**src/rtl/blob_lunge_ctrl.sv**
```systemverilog
// blob_lunge_ctrl: per-frame lunge sequencer (advance, hold, retreat) for one blob sprite.
// Drives the renderer's x / y / stretch inputs. Motion only moves on frame_tick_in, so the
// sprite geometry never changes mid-frame.
// Optional feature: define SHAKE_EN to jitter y_out by +/-SHAKE_AMP on each HOLD tick.
module blob_lunge_ctrl #(
  parameter int unsigned HOME_X       = 100,
  parameter int unsigned HOME_Y       = 200,
  parameter int unsigned LUNGE_DIST   = 40,
  parameter int unsigned STEP         = 16,
  parameter int unsigned STRETCH_STEP = 4,
  parameter int unsigned MAX_STRETCH  = 8,
  parameter int unsigned HOLD_FRAMES  = 3,
  parameter int unsigned SHAKE_AMP    = 2
) (
  input  logic        clk_in,
  input  logic        rst_n_in,
  input  logic        frame_tick_in,
  input  logic        start_in,
  input  logic        dir_in,
  input  logic        abort_in,
  output logic [10:0] x_out,
  output logic [9:0]  y_out,
  output logic [10:0] stretch_out,
  output logic        busy_out,
  output logic        done_out
);

`ifdef SHAKE_EN
  localparam bit ShakeEn = 1'b1;
`else
  localparam bit ShakeEn = 1'b0;
`endif

  // HOLD_FRAMES = 0 never enters HOLD, but the counter still needs a legal width.
  localparam int unsigned HoldW = (HOLD_FRAMES > 0) ? $clog2(HOLD_FRAMES + 1) : 1;

  localparam logic [11:0] Step12   = 12'(STEP);
  localparam logic [11:0] Dist12   = 12'(LUNGE_DIST);
  localparam logic [11:0] SStep12  = 12'(STRETCH_STEP);
  localparam logic [11:0] MaxS12   = 12'(MAX_STRETCH);
  localparam logic [10:0] Step11   = 11'(STEP);
  localparam logic [10:0] Dist11   = 11'(LUNGE_DIST);
  localparam logic [10:0] SStep11  = 11'(STRETCH_STEP);
  localparam logic [10:0] MaxS11   = 11'(MAX_STRETCH);
  localparam logic [10:0] HomeX    = 11'(HOME_X);
  localparam logic [9:0]  HomeY    = 10'(HOME_Y);
  localparam logic [9:0]  YHi      = 10'(HOME_Y + SHAKE_AMP);
  localparam logic [9:0]  YLo      = 10'(HOME_Y - SHAKE_AMP);
  localparam logic [HoldW-1:0] HoldLast = HoldW'(HOLD_FRAMES - 1);

  typedef enum logic [1:0] {StIdle, StAdvance, StHold, StRetreat} state_e;

  state_e           state_q, state_d;
  logic             dir_q, dir_d;
  logic [10:0]      off_q, off_d;
  logic [10:0]      str_q, str_d;
  logic [HoldW-1:0] hold_cnt_q, hold_cnt_d;
  logic             shake_ph_q, shake_ph_d;
  logic [10:0]      x_q, x_d;
  logic [9:0]       y_q, y_d;
  logic             busy_q, busy_d;
  logic             done_q, done_d;

  logic [11:0]      off_sum, str_sum;
  logic [10:0]      off_up, off_dn, str_up, str_dn;

  // Saturating step arithmetic for advance / retreat.
  always_comb begin
    off_sum = {1'b0, off_q} + Step12;
    str_sum = {1'b0, str_q} + SStep12;
    off_up  = (off_sum >= Dist12) ? Dist11 : off_sum[10:0];
    str_up  = (str_sum >= MaxS12) ? MaxS11 : str_sum[10:0];
    off_dn  = (off_q > Step11)  ? (off_q - Step11)  : 11'd0;
    str_dn  = (str_q > SStep11) ? (str_q - SStep11) : 11'd0;
  end

  // Sequencer next-state and registered-output next values.
  always_comb begin
    state_d    = state_q;
    dir_d      = dir_q;
    off_d      = off_q;
    str_d      = str_q;
    hold_cnt_d = hold_cnt_q;
    shake_ph_d = shake_ph_q;
    done_d     = 1'b0;
    // y leaves the shake value one cycle after HOLD is exited.
    y_d        = (state_q == StHold) ? y_q : HomeY;

    unique case (state_q)
      StIdle: begin
        // A tick coincident with start is not consumed; abort is ignored here.
        if (start_in) begin
          state_d = StAdvance;
          dir_d   = dir_in;
        end
      end
      StAdvance: begin
        if (frame_tick_in) begin
          off_d = off_up;
          str_d = str_up;
          if (off_up == Dist11) begin
            state_d    = (HOLD_FRAMES == 0) ? StRetreat : StHold;
            hold_cnt_d = '0;
            shake_ph_d = 1'b0;
          end
        end
        if (abort_in) state_d = StRetreat;
      end
      StHold: begin
        if (frame_tick_in) begin
          hold_cnt_d = hold_cnt_q + 1'b1;
          shake_ph_d = ~shake_ph_q;
          if (ShakeEn) y_d = shake_ph_q ? YLo : YHi;
          if (hold_cnt_q == HoldLast) state_d = StRetreat;
        end
        if (abort_in) state_d = StRetreat;
      end
      StRetreat: begin
        if (frame_tick_in) begin
          off_d = off_dn;
          str_d = str_dn;
          if (off_dn == 11'd0) begin
            str_d   = 11'd0;
            state_d = StIdle;
            done_d  = 1'b1;
          end
        end
      end
      default: state_d = StIdle;
    endcase

    x_d    = dir_d ? (HomeX + off_d) : (HomeX - off_d);
    busy_d = (state_d != StIdle);
  end

  // State and registered outputs; reset returns the sprite home with no done pulse.
  always_ff @(posedge clk_in or negedge rst_n_in) begin
    if (!rst_n_in) begin
      state_q    <= StIdle;
      dir_q      <= 1'b1;
      off_q      <= 11'd0;
      str_q      <= 11'd0;
      hold_cnt_q <= '0;
      shake_ph_q <= 1'b0;
      x_q        <= HomeX;
      y_q        <= HomeY;
      busy_q     <= 1'b0;
      done_q     <= 1'b0;
    end else begin
      state_q    <= state_d;
      dir_q      <= dir_d;
      off_q      <= off_d;
      str_q      <= str_d;
      hold_cnt_q <= hold_cnt_d;
      shake_ph_q <= shake_ph_d;
      x_q        <= x_d;
      y_q        <= y_d;
      busy_q     <= busy_d;
      done_q     <= done_d;
    end
  end

  assign x_out       = x_q;
  assign y_out       = y_q;
  assign stretch_out = str_q;
  assign busy_out    = busy_q;
  assign done_out    = done_q;

endmodule

```
**config.mk**
```make
export PLATFORM = sky130hd
export DESIGN_NAME = blob_lunge_ctrl
export DESIGN_NICKNAME = d
export VERILOG_FILES = /design/src/rtl/blob_lunge_ctrl.sv
export SDC_FILE = /design/constraint.sdc
export NUM_CORES = 1
export LEC_CHECK = 0
export BUFFER_PORTS_ARGS = -buffer_cell sky130_fd_sc_hd__buf_2
export CAP_MARGIN = 20
export CELL_PAD_IN_SITES_DETAIL_PLACEMENT = 0
export CELL_PAD_IN_SITES_GLOBAL_PLACEMENT = 1
export CORE_ASPECT_RATIO = 0.6
export CORE_MARGIN = 10
export CORE_UTILIZATION = 41
export CTS_CLUSTER_DIAMETER = 40
export CTS_CLUSTER_SIZE = 14
export DETAILED_ROUTE_END_ITERATION = 6
export MAX_ROUTING_LAYER = met4
export PLACE_DENSITY = 0.8
export REMOVE_ABC_BUFFERS = 1
export SETUP_SLACK_MARGIN = 0.1
export SYNTH_ARGS = -nofsm -noshare
export SYNTH_HDL_FRONTEND = slang
export SYNTH_SLANG_ARGS = --single-unit
export TNS_END_PERCENT = 20
```
**constraint.sdc**
```tcl
create_clock -name clk_in -period 3.55 [get_ports clk_in]
set_input_delay 0.1775 -clock clk_in [delete_from_list [all_inputs] [get_ports clk_in]]
set_output_delay 0.1775 -clock clk_in [all_outputs]
set_load 0.02 [all_outputs]
```
# == Yosys cells after proc, flatten, opt, wreduce, memory -nomap -nowiden ==
# Cells that the tools add are included.
# totals
word_cells,66
register_bits,40
# classes
mux,31
reduce_logical,7
addsub,7
magnitude_cmp,4
eq_ne,9
# op_table
cell,n
two-way mux 11 bit,10
one-hot mux 11 bit (2 select lines),2
two-way mux 2 bit,12
adder 11 x 3 -> 12 bit (second input constant),1
adder 11 x 5 -> 12 bit (second input constant),1
>= comparator 12 x 4 -> 1 bit (second input constant),1
>= comparator 12 x 6 -> 1 bit (second input constant),1
adder 7 x 11 -> 11 bit (first input constant),1
== test 11 x 6 -> 1 bit (second input constant),1
greater-than comparator 11 x 3 -> 1 bit (second input constant),1
greater-than comparator 11 x 5 -> 1 bit (second input constant),1
logical NOT 11 bit,1
subtractor 11 x 3 -> 11 bit (second input constant),1
subtractor 11 x 5 -> 11 bit (second input constant),1
subtractor 7 x 11 -> 11 bit (first input constant),1
!= test 2 bit (second input constant),4
one-hot mux 2 bit (4 select lines),1
== test 2 bit (second input constant),3
nonzero test 2 bit,3
two-way mux 1 bit,5
one-hot mux 2 bit (2 select lines),1
AND reduction 4 bit,1
AND reduction 3 bit,1
adder 2 x 1 -> 2 bit (second input constant),1
other kinds (2),2

# == Logic depth before layout (Yosys ltp) ==
# depth
word_depth,9
ltp_mapped,15
ltp_nobuf,14

# == Least setup slack after synthesis ==
# No wires, ideal clock.
# synth_path
path_kind,reg2reg
from,register off_q[4]
to,"register x_q[10], in the netlist x_out[10]"
arrival_ns,2.769
setup_time_ns,0.132
slack_ns,0.649
period_less_slack_ns,2.901
path_buffers,1
path_stages_with_launch,16
required_time_ns,3.418
path_cell_list,dfrtp_1 clkbuf_1 inv_1 ha_1 a211o_1 nor4_1 a211o_1 nand2_1 inv_1 ha_1 a21oi_1 inv_1 nand3_1 a311o_1 a21oi_2 xnor2_1
# synth_between
elab_chain_cells,7
word_cells_on_any_way,12
# synth_lines
item,line_no,text
"start, declared",55,"logic [10:0] off_q, off_d;"
"start signal, assigned",141,off_q <= 11'd0;
"start signal, assigned",152,off_q <= off_d;
adder 11 x 5 -> 12 bit,69,"off_sum = {1'b0, off_q} + Step12;"
>= comparator 12 x 6 -> 1 bit,71,off_up = (off_sum >= Dist12) ? Dist11 : off_sum[10:0];
two-way mux 11 bit,71,
two-way mux 11 bit,98,if (frame_tick_in) begin
one-hot mux 11 bit (2 select lines) *,89,unique case (state_q)
net off_d[2],55,
subtractor 7 x 11 -> 11 bit or adder 7 x 11 -> 11 bit (tied branches),132,x_d = dir_d ? (HomeX + off_d) : (HomeX - off_d);
two-way mux 11 bit *,132,
net x_d[10],59,"logic [10:0] x_q, x_d;"
"end signal, assigned",145,x_q <= HomeX;
"end, declared",59,
# Mark *: on every way through the listed nets, which the timed path passes. The rest lies on a longest branch.
# A chain may end at the register's enable or synchronous reset.

# == Worst setup path after layout ==
# layout_path
from,register off_q[5]
to,"register x_q[10], in the netlist x_out[10]"
# The elaborated chain is that of the path after synthesis.

==> run metrics <==
synthesized cell area 2600 um^2; sequential fraction of design power between 30% and 40%; final period utilization 86.8%; fin cells 401; Die Height a little over 80 um; yosys warns 0; Max Cap Viol 0; Critical-path top delay cell dfrtp_1; Layout Nets approximately 340; Slew Viols, Final 0; Sw Share 45.7%; Req. time, crit path 3.76 ns; Die ar. between 10000 and 15000 um^2; Yosys top cell by area dfrtp_1; flops & latches, synth 37; crit path time final a little over 3 ns; outcome finished with violations; critical path type reg2reg; number of fill cells in the layout 605; # DRC 0; RSZ-0062 raised after global routing false; Worst setup EP type register; Max Fclk 0.324 GHz; largest net degree at the start of global routing 38; NetSw ~0.96 mW; synth cell count leaders dfrtp_1 (33), nand2_1 (22), o21ai_0 (19), nor2_1 (17), nor3_1 (15); wire per inst 16.2 um; Hold Crit Class in2async; first drt pass iteration count 5; cell with the most instances after synthesis dfrtp_1; Placed Instances between 300 and 400; ys async rst share 100%; main flop type after synthesis dfrtp_1; TritonCTS Buffers 5; clock root cell clkbuf_8; Ant. Diodes 0; Clk pin slew, worst setup/hold paths 0.07 ns; Hold Fails Final Rpt 19; failing checks hold timing; CTS sink cnt 37; row count 22; via/cell ratio 5.44; synth top area cells dfrtp_1 (32%), ha_1 (6.3%), dfstp_2 (4.0%); DR iter-0 viols 176; Setup TNS 0 ns; layout cells sized above 1 around a fifth; placer congestion estimate 0.939; die width 123 um; Gate Count Post-Synth slightly below 300; first-pass GRT wire length 10600 um; Overall Global Routing Usage 13.6%; CTS max path bufs 2; drt total wl 6490 um; crit path max fanout 10; Arr. time, crit path around 3.3 ns; Seq/Total Area, Yosys 35.8%; total power density per cell area 740 nW/um^2; EDFF count, synth 0; detailed placement HPWL 4930 um; Peak supply drop 0.299 mV; grt ovf 0; Clock H-tree levels 2; count of final setup violators 0; Synth top area share 31.8%; Leak Pwr 1.25 nW; PnR Total Power approximately 2.1 mW; Fin Hold WS -0.0123 ns; Clock Latency Late Sink 0.29 ns; Post-CTS Hold Buffers 0; ANT nets after route 0; Gate power share 51.6%; cell chain of the critical path inv_1 > ha_1 > a211o_1 > nor4_1 > a211o_1 > nand2_1 > inv_1 > ha_1 > a21oi_1 > inv_1 > nand3_1 > a311o_1 > a21oi_2 > xnor2_1; Netlist cell types between 60 and 70; CTS resizes 0; Startpoint Class register; number of global-route vias before repair slightly below 2000; Area Overhead vs Synth 9.44%; I/O Pins 40; setup bufs post-CTS 0; Syn Area/Cell ~9 um^2; initial antenna violation count 0; peak per-stage delay on the critical path 0.54 ns; Slew @ Worst Pin roughly 0.84 ns; via count 2182; port bufs 27; Max-slew headroom a little over two fifths; Int Power 1.14 mW; most frequent CP cell inv_1; Clock Skews between 0.008 and 0.009 ns; CTS tree yes; Clock Power Share between 10 and 15%; Core ar. 6140 um^2; Initial Utilization a little over two fifths
[final timing paths]
path / cells after the start / from / slack, ns / end
setup / recovery: 14 / off_q[5] / 0.47 / x_out[10]
hold / removal: 1 / rst_n_in / -0.01 / hold_cnt_q[1]
setup reg to reg: 14 / off_q[5] / 0.47 / x_out[10]
hold reg to reg: 1 / hold_cnt_q[0] / 0.52 / hold_cnt_q[0]
max in group asynchronous: 1 / rst_n_in / 3.03 / done_out
min in group clk_in: 3 / frame_tick_in / 0.30 / hold_cnt_q[1]
[layout make-up]
type,count,area [um^2],share of cell area [%]
Tap cell,84,105,3.70
Timing Repair Buffer,34,188,6.60
Multi-Input combinational cell,224,1480,51.9
Clock buffer,8,90.1,3.17
Inverter,14,52.6,1.85
Sequential cell,37,931,32.7
[cells in the final DEF, fill, tap and decap left out, types with 5 or more instances in the layout]
master    Yosys  final
conb_1        2     12
nor2_1       17     17
xnor2_1       5      5
ha_1         13     13
a21oi_1      12     12
buf_4        13      7
dfrtp_1      33     33
xor2_1        7      7
clkbuf_8      0      6
nor3_1       15     15
or2_2         7      7
buf_2         1     27
o21ai_0      19     19
nand3_1       9      9
nand2_1      22     22
nor4_1        6      6
inv_1        13     13
and2_1        5      5
[metrics by stage]
stage	utilization (%)	setup WS (ns)	area, um^2
after floorplan	-	0.782	2460
final	46.3	0.467	2840
after global routing	46.3	0.164	2840
after detailed placement	44.8	0.511	2750
after global placement	44.8	0.636	2750
after CTS	46.3	0.492	2840
[power groups by stage]
stage               Sequential, mW  Combinational (mW)  Clock [mW]
global route                 0.738                1.21       0.331
global placement             0.714                1.07           0
finish                       0.714                1.09       0.303
CTS                          0.712                1.08       0.314
detailed placement           0.717                1.08           0
floorplan                    0.801               0.671           0
[critical path, delay by kind of cell (launching register included)]
| kind | cells | cell delay (ns) |
|---|---|---|
| xor gates and xnor gates | 1 | 0.13 |
| adders and majority gates | 2 | 0.37 |
| AOI/OAI and AO/OA | 5 | 1.13 |
| DFF | 1 | 0.54 |
| buffers and inverters | 3 | 0.36 |
| and+or+nand+nor | 3 | 0.47 |
[cell families after synthesis]
logic type	Yosys count	synth area share, %
and+or+nand+nor	103	21.0
xor gates and xnor gates	12	4.05
buffers and inverters	43	8.77
adders and majority gates	13	6.26
DFF	37	35.8
other	2	0.289
muxes	2	0.771
AOI/OAI and AO/OA	82	23.1
[registers in the layout (all words and copies together), names as in the netlist]
| signal | flops |
|---|---|
| done_out | 1 |
| off_q | 10 |
| dir_q | 1 |
| busy_out | 1 |
| state_q | 2 |
| x_out | 11 |
| hold_cnt_q | 2 |
| stretch_out | 9 |
[routing by layer]
metal | global-route usage, % | part of all wire [%] | vias to the layer above
met1 | 21.1 | 54 | 1017
li1 | - | - | 1086
met2 | 16.7 | 37 | 74
met4 | 3.28 | 0.88 | 0
met5 | - | 0 | -
met3 | 3.15 | 7.5 | 5
Power figures use the tool's default switching activity.
